===== src/rtl/base_skid_pkg.sv =====
// Shared types and constants for the base_skid two-entry skid buffer.
package base_skid_pkg;

  typedef enum logic [1:0] {
    SKID_EMPTY = 2'b00,
    SKID_BUSY  = 2'b01,
    SKID_FULL  = 2'b11
  } skid_state_t;

  localparam int unsigned STALLCNT_W = 32;

endpackage


===== src/rtl/base_skid_stallcnt.sv =====
// Saturating stall-cycle counter for base_skid; only built when
// BASE_SKID_STALLCNT_EN is defined.
`ifdef BASE_SKID_STALLCNT_EN
module base_skid_stallcnt
  import base_skid_pkg::*;
(
  input  logic                  clk,
  input  logic                  reset,
  input  logic                  inc,
  output logic [0:STALLCNT_W-1] cnt
);

  always_ff @(posedge clk) begin
    if (!reset) begin
      cnt <= '0;
    end else if (inc && (cnt != '1)) begin
      cnt <= cnt + 1'b1;
    end
  end

endmodule
`endif


===== src/rtl/base_skid.sv =====
// Two-entry skid buffer with registered ready, valid and data.
// Optional stall counter port enabled by BASE_SKID_STALLCNT_EN.
module base_skid
  import base_skid_pkg::*;
#(
  parameter int unsigned width = 1
) (
  input  logic             clk,
  input  logic             reset,
  output logic             i_r,
  input  logic             i_v,
  input  logic [0:width-1] i_d,
  input  logic             o_r,
  output logic             o_v,
  output logic [0:width-1] o_d
`ifdef BASE_SKID_STALLCNT_EN
  ,
  output logic [0:STALLCNT_W-1] stall_cnt
`endif
);

  skid_state_t      state_q, state_d;
  logic [0:width-1] skid_q;
  logic             in_xfer;
  logic             load_main, load_skid, main_from_skid;

  assign in_xfer = i_v && i_r;
  assign o_v     = (state_q != SKID_EMPTY);

  always_comb begin
    state_d        = state_q;
    load_main      = 1'b0;
    load_skid      = 1'b0;
    main_from_skid = 1'b0;
    case (state_q)
      SKID_EMPTY: begin
        if (in_xfer) begin
          load_main = 1'b1;
          state_d   = SKID_BUSY;
        end
      end
      SKID_BUSY: begin
        if (in_xfer && o_r) begin
          load_main = 1'b1;
        end else if (in_xfer) begin
          load_skid = 1'b1;
          state_d   = SKID_FULL;
        end else if (o_r) begin
          state_d = SKID_EMPTY;
        end
      end
      SKID_FULL: begin
        if (o_r) begin
          main_from_skid = 1'b1;
          state_d        = SKID_BUSY;
        end
      end
      default: state_d = SKID_EMPTY;
    endcase
  end

  // Ready is registered: it looks ahead at the next state so that o_r
  // never reaches i_r combinationally.
  always_ff @(posedge clk) begin
    if (!reset) begin
      state_q <= SKID_EMPTY;
      i_r     <= 1'b0;
    end else begin
      state_q <= state_d;
      i_r     <= (state_d != SKID_FULL);
    end
  end

  always_ff @(posedge clk) begin
    if (load_main) begin
      o_d <= i_d;
    end else if (main_from_skid) begin
      o_d <= skid_q;
    end
    if (load_skid) begin
      skid_q <= i_d;
    end
  end

`ifdef BASE_SKID_STALLCNT_EN
  base_skid_stallcnt u_stallcnt (
    .clk   (clk),
    .reset (reset),
    .inc   (o_v && !o_r),
    .cnt   (stall_cnt)
  );
`endif

endmodule


===== config.mk =====
export PLATFORM = sky130hd
export DESIGN_NAME = base_skid
export DESIGN_NICKNAME = d
export VERILOG_FILES = /design/src/rtl/base_skid_pkg.sv /design/src/rtl/base_skid_stallcnt.sv /design/src/rtl/base_skid.sv
export SDC_FILE = /design/constraint.sdc
export NUM_CORES = 1
export LEC_CHECK = 0
export ABC_AREA = 0
export BUFFER_PORTS_ARGS = -buffer_cell sky130_fd_sc_hd__buf_2
export CAP_MARGIN = 5
export CORE_AREA = 3 3 40 42
export DETAILED_ROUTE_END_ITERATION = 16
export DIE_AREA = 0 0 43 45
export SLEW_MARGIN = 20
export SYNTH_ARGS = -nofsm -noshare
export SYNTH_HDL_FRONTEND = slang
export SYNTH_SLANG_ARGS = --single-unit

===== constraint.sdc =====
create_clock -name clk -period 1.9 [get_ports clk]
set_input_delay 0.38 -clock clk [delete_from_list [all_inputs] [get_ports clk]]
set_output_delay 0.38 -clock clk [all_outputs]
set_load 0.03 [all_outputs]

==> Word-level counts from Yosys, hierarchy flattened <==
Cells that the tools add are included.
{ "op_classes": {"order_cmp": 0, "mux": 15, "n_mul": 0, "n_bitwise": 0, "n_reduce_logical": 5, "n_eq_ne": 3, "shift": 0, "add_sub_neg": 0, "div_mod_pow": 0} }
{ "ops": {"columns": ["cell", "count"], "rows": [
  ["2-bit 2-to-1 mux", 5],
  ["1-bit 2-to-1 mux", 8],
  ["2-bit case mux with 3 select lines", 1],
  ["2-bit nonzero test", 2],
  ["2-bit by 1-bit equality test with 1-bit output, second input constant", 1],
  ["2-bit equality test, second input constant", 1],
  ["1-bit logical AND", 2],
  ["2-bit zero test", 1],
  ["2-bit inequality test, second input constant", 1],
  ["1-bit case mux with 2 select lines", 1]
]} }
{ "totals": {"reg_bits": 5, "input_bits": 5, "word_cells": 27, "out_inout_bits": 3, "ramBits": 0, "latchBits": 0, "mem_count": 0, "romBits": 0} }

==> Depth between registers and ports, before layout <==
Gate-level depths: netlist of run 1.
{ "depth": {"depth_word": 5, "mapped_depth": 3, "depth_no_buf": 3} }

==> Worst setup path before layout of run 1 <==
No wires, ideal clock.
{ "synth_path": {"path_kind": "register -> register", "startpoint": "register i_r", "endpoint": "register o_d (data pin)", "path_stages_with_launch": 4, "setup_ns": 0.260, "required_time_ns": 1.640, "t_arrival_ns": 1.047, "path_slack_ns": 0.592, "cell_sequence": "dfxtp_1 nand3b_4 nor2_2 mux2_4"} }
{ "synth_via": {"elab_chain_len": 5} }
{ "synth_lines": {"columns": ["item", "line", "source"], "rows": [
  ["start: declaration", "base_skid.sv:10", "output logic i_r,"],
  ["start signal: assignment", "base_skid.sv:70", "i_r <= (state_d != SKID_FULL);"],
  ["1-bit logical AND *", "base_skid.sv:27", "assign in_xfer = i_v && i_r;"],
  ["1-bit logical AND", "base_skid.sv:43", "if (in_xfer && o_r) begin"],
  ["1-bit 2-to-1 mux", "base_skid.sv:43", null],
  ["1-bit case mux with 2 select lines *", "base_skid.sv:35", "case (state_q)"],
  ["1-bit 2-to-1 mux *", "base_skid.sv:75", "if (load_main) begin"],
  ["end signal: assignment", "base_skid.sv:76", "o_d <= i_d;"],
  ["end signal: assignment", "base_skid.sv:78", "o_d <= skid_q;"],
  ["end: declaration", "base_skid.sv:15", "output logic [0:width-1] o_d"]
]} }
Mark *: on every way between the ends. The rest lies on a longest branch, timed or not.
A chain may end at the register's enable or synchronous reset.

==> Worst setup path in the final report of run 1 <==
{ "layout_path": {"startpoint": "register state_q[0]", "endpoint": "output o_v"} }
{ "layout_via": {"elab_chain_len": 1} }
{ "layout_lines": {"columns": ["item", "line", "source"], "rows": [
  ["start: declaration", "base_skid.sv:22", "skid_state_t state_q, state_d;"],
  ["start signal: assignment", "base_skid.sv:69", "state_q <= state_d;"],
  ["2-bit nonzero test", "base_skid.sv:28", "assign o_v = (state_q != SKID_EMPTY);"],
  ["end: declaration", "base_skid.sv:14", "output logic o_v,"]
]} }
No other way between the ends.

==> results of run 1 <==
## where the power goes
part           leakage, nW  internal [W]   total, W  switching [W]
sequential          0.0431      0.000116   0.000119     0.00000299
combinational       0.0898     0.0000145  0.0000316      0.0000172
clock               0.0150     0.0000793   0.000121      0.0000419
## logic make-up after synthesis
logic type	Yosys count	share of synthesized area, %
AO/OA/AOI/OAI	3	7.21
buffers and inverters	1	1.54
multiplexers	1	6.18
flip-flops	5	49.5
AND/OR/NAND/NOR	11	35.6
## per-layer routing
| layer | vias to the layer above | part of all wire, % | global-route usage, % |
|---|---|---|---|
| li1 | 95 | - | - |
| met1 | 71 | 51 | 6.81 |
| met2 | 9 | 34 | 5.39 |
| met3 | 0 | 15 | 6.37 |
| met4 | 0 | 0 | 5.42 |
| met5 | - | 0 | 0 |
## through the flow
| stage | worst slack, ps | hold slack (ps) |
|---|---|---|
| 2_1_floorplan | 592 | 479 |
| 3_3_place_gp | 661 | 509 |
| 3_5_place_dp | 646 | 514 |
| 4_1_cts | 473 | 328 |
| 5_1_grt | 422 | 322 |
| 6_report | 484 | 338 |
## layout make-up
cell class                 instances  area (um^2)  share of cell area [%]
sequential                         5          120                    37.2
timing repair buffer               7         35.0                    10.9
inverter                           1         3.75                    1.16
multi-input combinational         15          119                    36.8
tap                               15         18.8                    5.81
clock buffer                       4         26.3                    8.14
## registers in the layout, indices dropped and copies added, names as in the netlist
signal,flops
skid_q,1
o_d,1
i_r,1
state_q,2
## how the worst min path moves through the flow
| stage | from | endpoint | slack, ps |
|---|---|---|---|
| after detailed placement | state_q[0] | state_q[0] | 510 |
| after CTS | i_d | skid_q | 330 |
| after global placement | state_q[0] | state_q[0] | 510 |
| after floorplan | i_d | skid_q | 480 |
| final | i_d | skid_q | 340 |
| after global routing | i_d | skid_q | 320 |
## layout by cell type (no fill, tap or decap)
| cell | count |
|---|---|
| buf_2 | 7 |
| clkbuf_4 | 3 |
| dfxtp_1 | 3 |
| nor2_1 | 2 |
| edfxtp_1 | 2 |
| or2_2 | 1 |
| a21oi_1 | 1 |
| nor2b_4 | 1 |
| and2b_2 | 1 |
| nor3_1 | 1 |
| nand3b_4 | 1 |
| nor2_2 | 1 |
| mux2_4 | 1 |
| nand2b_1 | 1 |
| inv_1 | 1 |
| o21ai_0 | 1 |
| a21boi_1 | 1 |
| nor2b_1 | 1 |
| and2_1 | 1 |
| clkbuf_1 | 1 |
==> impl_metrics.env, run 1 <==
export IMPL_status="finished, final reports clean"
export IMPL_rows=13
export IMPL_fill_cells=143
export IMPL_critPathArrivalTime_ps=1040
export IMPL_cts_sinks=5
export IMPL_cts_resized=0
export IMPL_routed_via_density=3.72
export IMPL_synth_warnings=0
export IMPL_syn_inst=21
export IMPL_synth_largest_area_cell="dfxtp_1"
export IMPL_crit_fanout=5
export IMPL_synth_top_area_share_pct=24.7
export IMPL_final_util_pct=25.1
export IMPL_slowest_stage="dfxtp_1"
export IMPL_num_io_pins=8
export IMPL_avgSynthCellArea_um2=11.6
export IMPL_netlist_top_cells_count="3 x dfxtp_1, 2 x edfxtp_1, 2 x nor2_1"
export IMPL_fmax_ghz=0.706
export IMPL_dieArea_um2=1940
export IMPL_cts_buffer_depth=2
export IMPL_synth_cell_types=17
export IMPL_rr_endpoint="o_d"
export IMPL_crit_family="flip-flops"
export IMPL_netlist_area_um2=243
export IMPL_maxCapViolations=0
export IMPL_synth_most_common_cell="dfxtp_1"
export IMPL_grt_pass1_wl_um=738
export IMPL_grt_pass1_vias=173
export IMPL_grt_max_degree=6
export IMPL_cts_root_buffer="clkbuf_4"
export IMPL_hold_violations=0
export IMPL_grt_ovfl_total=0
export IMPL_finalSetupViolCount=0
export IMPL_drive_above_1_share_pct=50.0
export IMPL_critPathLaunchType="flip-flop"
export IMPL_die_w_um=43
export IMPL_timing_critical_path_slowest_cell_delay_ps=330
export IMPL_wl_per_cell_um=8.47
export IMPL_dp_cells=43
export IMPL_clk_pin_slew_ps=40
export IMPL_hold_buffers=0
export IMPL_startpoint="state_q[0]"
export IMPL_cts_buffers=3
export IMPL_grt_total_usage_pct=5.93
export IMPL_synthArstFlopShare_pct=0
export IMPL_gp_congestion=0.695
export IMPL_max_slew_margin_pct=87.0
export IMPL_power_density_nw_per_um2=842
export IMPL_path_cells="or2_2 > buf_2"
export IMPL_post_cts_buffers=0
export IMPL_dpl_cell_area_um2=297
export IMPL_syn_to_final_growth_pct=33.0
export IMPL_synth_seq_cells=5
export IMPL_nets=38
export IMPL_rr_worst_depth=3
export IMPL_synth_ff_type="dfxtp_1"
export IMPL_synth_net_count=26
export IMPL_fin_setup_tns_ps=0
export IMPL_crit_end="o_v"
export IMPL_vias=175
export IMPL_worstMarginPinSlew_ps=194
export IMPL_cp_depth=2
export IMPL_synth_area_leaders="dfxtp_1 25%, edfxtp_1 25%, nand3b_4 8.2%, mux2_4 6.2%, nor2b_4 5.7%"
export IMPL_worst_setup_path_end_kind="output pin"
export IMPL_drtAntennaViolNets=0
export IMPL_finish_instance_area_um2=323
export IMPL_yosysSeqAreaShare_pct=49.5
export IMPL_rsz0062_at_grt="false"
export IMPL_finalPower_w=0.000272
export IMPL_fp_dieH_um=45
export IMPL_antenna_found_initial=0
export IMPL_fin_crit_sh_pct=74.5
export IMPL_holdPathStages=1
export IMPL_power_leakage_nw=0.148
export IMPL_stdcell_count=47
export IMPL_rrSetupSlack_ps=740
export IMPL_period_needed_ps=1420
export IMPL_port_buffers=7
export IMPL_fin_skew_ps=0.367
export IMPL_drt_iter0_drc=1
export IMPL_core_area_um2=1280
export IMPL_crit_type="reg -> out"
export IMPL_ir_drop_mv=0.290
export IMPL_cts_tree="done"
export IMPL_hold_path_class="in -> reg"
export IMPL_synth_edf_count=2
export IMPL_wl_um=398
export IMPL_drc=0
export IMPL_dr_pass1_iters=2
export IMPL_clkLatencyLatePin_ps=240
export IMPL_r2r_start="state_q[1]"
export IMPL_htree_levels=1
export IMPL_start_util_pct=18.9
export IMPL_path_buf_inv=1
export IMPL_crit_required_ps=1520
export IMPL_n_antenna_cell=0
export IMPL_final_max_slew_viol_count=0
Note: power is estimated with default switching activity, not from simulation.
==> inputs of run 2 (changes only) <==
Clock period 1.9 ns to 1.4 ns, I/O delays scaled along.
==> impl_metrics.env, run 2 (synthesis gave the netlist of run 1 again) <==
export IMPL_syn_to_final_growth_pct=33.0
export IMPL_clk_pin_slew_ps=50
export IMPL_critPathLaunchType="flip-flop"
export IMPL_critPathArrivalTime_ps=1040
export IMPL_dp_cells=43
export IMPL_clkPwrFrac_pct=44.8
export IMPL_gp_congestion=0.695
export IMPL_wl_um=410
export IMPL_internal_power_w=0.000285
export IMPL_crit_end="o_v"
export IMPL_grt_pass1_wl_um=710
export IMPL_vias=179
export IMPL_hold_violations=0
export IMPL_fp_dieH_um=45
export IMPL_htree_levels=1
export IMPL_rr_worst_depth=3
export IMPL_rrSetupSlack_ps=240
export IMPL_fin_skew_ps=6.22
export IMPL_registers_top_by_ff_count="state_q"
export IMPL_final_common_cell="buf_2"
export IMPL_ir_drop_mv=0.373
export IMPL_status="finished, final reports clean"
export IMPL_grt_ovfl_total=0
export IMPL_cts_buffers=3
export IMPL_fin_crit_sh_pct=94.0
export IMPL_n_antenna_cell=0
export IMPL_post_cts_buffers=0
export IMPL_worstMarginPinSlew_ps=200
export IMPL_max_slew_margin_pct=86.6
export IMPL_hold_buffers=0
export IMPL_switching_power_w=0.0000854
export IMPL_switching_share_pct=23.1
export IMPL_cts_root_buffer="clkbuf_4"
export IMPL_drive_above_1_share_pct=50.0
export IMPL_grt_max_degree=6
export IMPL_dp_hpwl_um=327
export IMPL_fin_setup_tns_ps=0
export IMPL_num_io_pins=8
export IMPL_rr_endpoint="o_d"
export IMPL_maxCapViolations=0
export IMPL_rsz0062_at_grt="false"
export IMPL_crit_type="reg -> out"
export IMPL_dieArea_um2=1940
export IMPL_start_util_pct=18.9
export IMPL_cts_sinks=5
export IMPL_startpoint="state_q[0]"
export IMPL_fmax_ghz=0.760
export IMPL_period_needed_ps=1320
export IMPL_grt_pass1_vias=167
export IMPL_mostFrequentLayoutCells="7 x buf_2, 3 x clkbuf_4, 3 x dfxtp_1"
export IMPL_power_leakage_nw=0.148
export IMPL_dr_pass1_iters=4
export IMPL_wl_per_cell_um=8.72
export IMPL_stdcell_count=47
export IMPL_clkLatencyLatePin_ps=240
export IMPL_setup_slack_ps=83.5
export IMPL_largest_reg_flops=2
export IMPL_hold_path_class="in -> reg"
export IMPL_cts_tree="done"
export IMPL_crit_fanout=5
export IMPL_routed_via_density=3.81
export IMPL_nets=38
export IMPL_finalSetupViolCount=0
export IMPL_crit_required_ps=1120
export IMPL_drtAntennaViolNets=0
export IMPL_port_buffers=7
export IMPL_rows=13
export IMPL_power_density_nw_per_um2=1150
export IMPL_final_max_slew_viol_count=0
export IMPL_drc=0
export IMPL_grt_total_usage_pct=5.59
export IMPL_cts_resized=0
export IMPL_worst_setup_path_end_kind="output pin"
export IMPL_p_comb_share_pct=11.6
export IMPL_cts_buffer_depth=2
export IMPL_seq_power_share_pct=43.6
export IMPL_r2r_start="state_q[1]"
export IMPL_antenna_found_initial=0
export IMPL_pre_cts_slack_ps=243
export IMPL_drt_iter0_drc=5
export IMPL_core_area_um2=1280
export IMPL_die_w_um=43
## run 2: cell counts in the layout (fill, tap and decap cells not counted)
Identical to the previous run, type by type.
## run 2: how the worst min path moves through the flow
stage | startpoint | to | slack (ps) | depth (start not counted)
after floorplan | i_d | skid_q | 380 | 0
after global placement | i_d | skid_q | 480 | 1
after detailed placement | i_d | skid_q | 480 | 1
after CTS | i_d | skid_q | 230 | 1
after global routing | i_d | skid_q | 220 | 1
final | i_d | skid_q | 240 | 1
## run 2: through the flow
| step | hold WS [ps] | util, % | area, um^2 | total power (W) |
|---|---|---|---|---|
| after global routing | 224 | 25.1 | 323 | 0.000400 |
| final | 241 | 25.1 | 323 | 0.000370 |
| after floorplan | 379 | - | 243 | 0.000192 |
| after global placement | 478 | 23.1 | 297 | 0.000207 |
| after CTS | 233 | 25.1 | 323 | 0.000376 |
| after detailed placement | 483 | 23.1 | 297 | 0.000207 |
## run 2: routing by layer
layer / share of wire, % / GRT usage (%) / up-vias / wire length [um]
met5: 0 / 0 / - / 0
met4: 0 / 5.42 / 0 / 0
met3: 14 / 5.58 / 0 / 57
met2: 33 / 5.69 / 7 / 136
met1: 52 / 6.07 / 78 / 215
li1: - / - / 94 / -
## run 2: cell type report
class,instances,area [um^2]
Clock buffer,4,26.3
Fill cell,141,962
Inverter,1,3.75
Multi-Input combinational cell,15,119
Sequential cell,5,120
Tap cell,15,18.8
Timing Repair Buffer,7,35.0
## run 2: worst max-delay path: stages, from the launching register on
cell and delay [ps]:
dfxtp_1 330, or2_2 290, buf_2 180
## run 2: power by group through the flow
stage / clock network (W) / registers [W] / logic, W
6_report: 0.000166 / 0.000161 / 0.0000430
2_1_floorplan: 0 / 0.000170 / 0.0000222
3_3_place_gp: 0 / 0.000164 / 0.0000428
4_1_cts: 0.000171 / 0.000162 / 0.0000436
3_5_place_dp: 0 / 0.000164 / 0.0000434
5_1_grt: 0.000191 / 0.000162 / 0.0000472
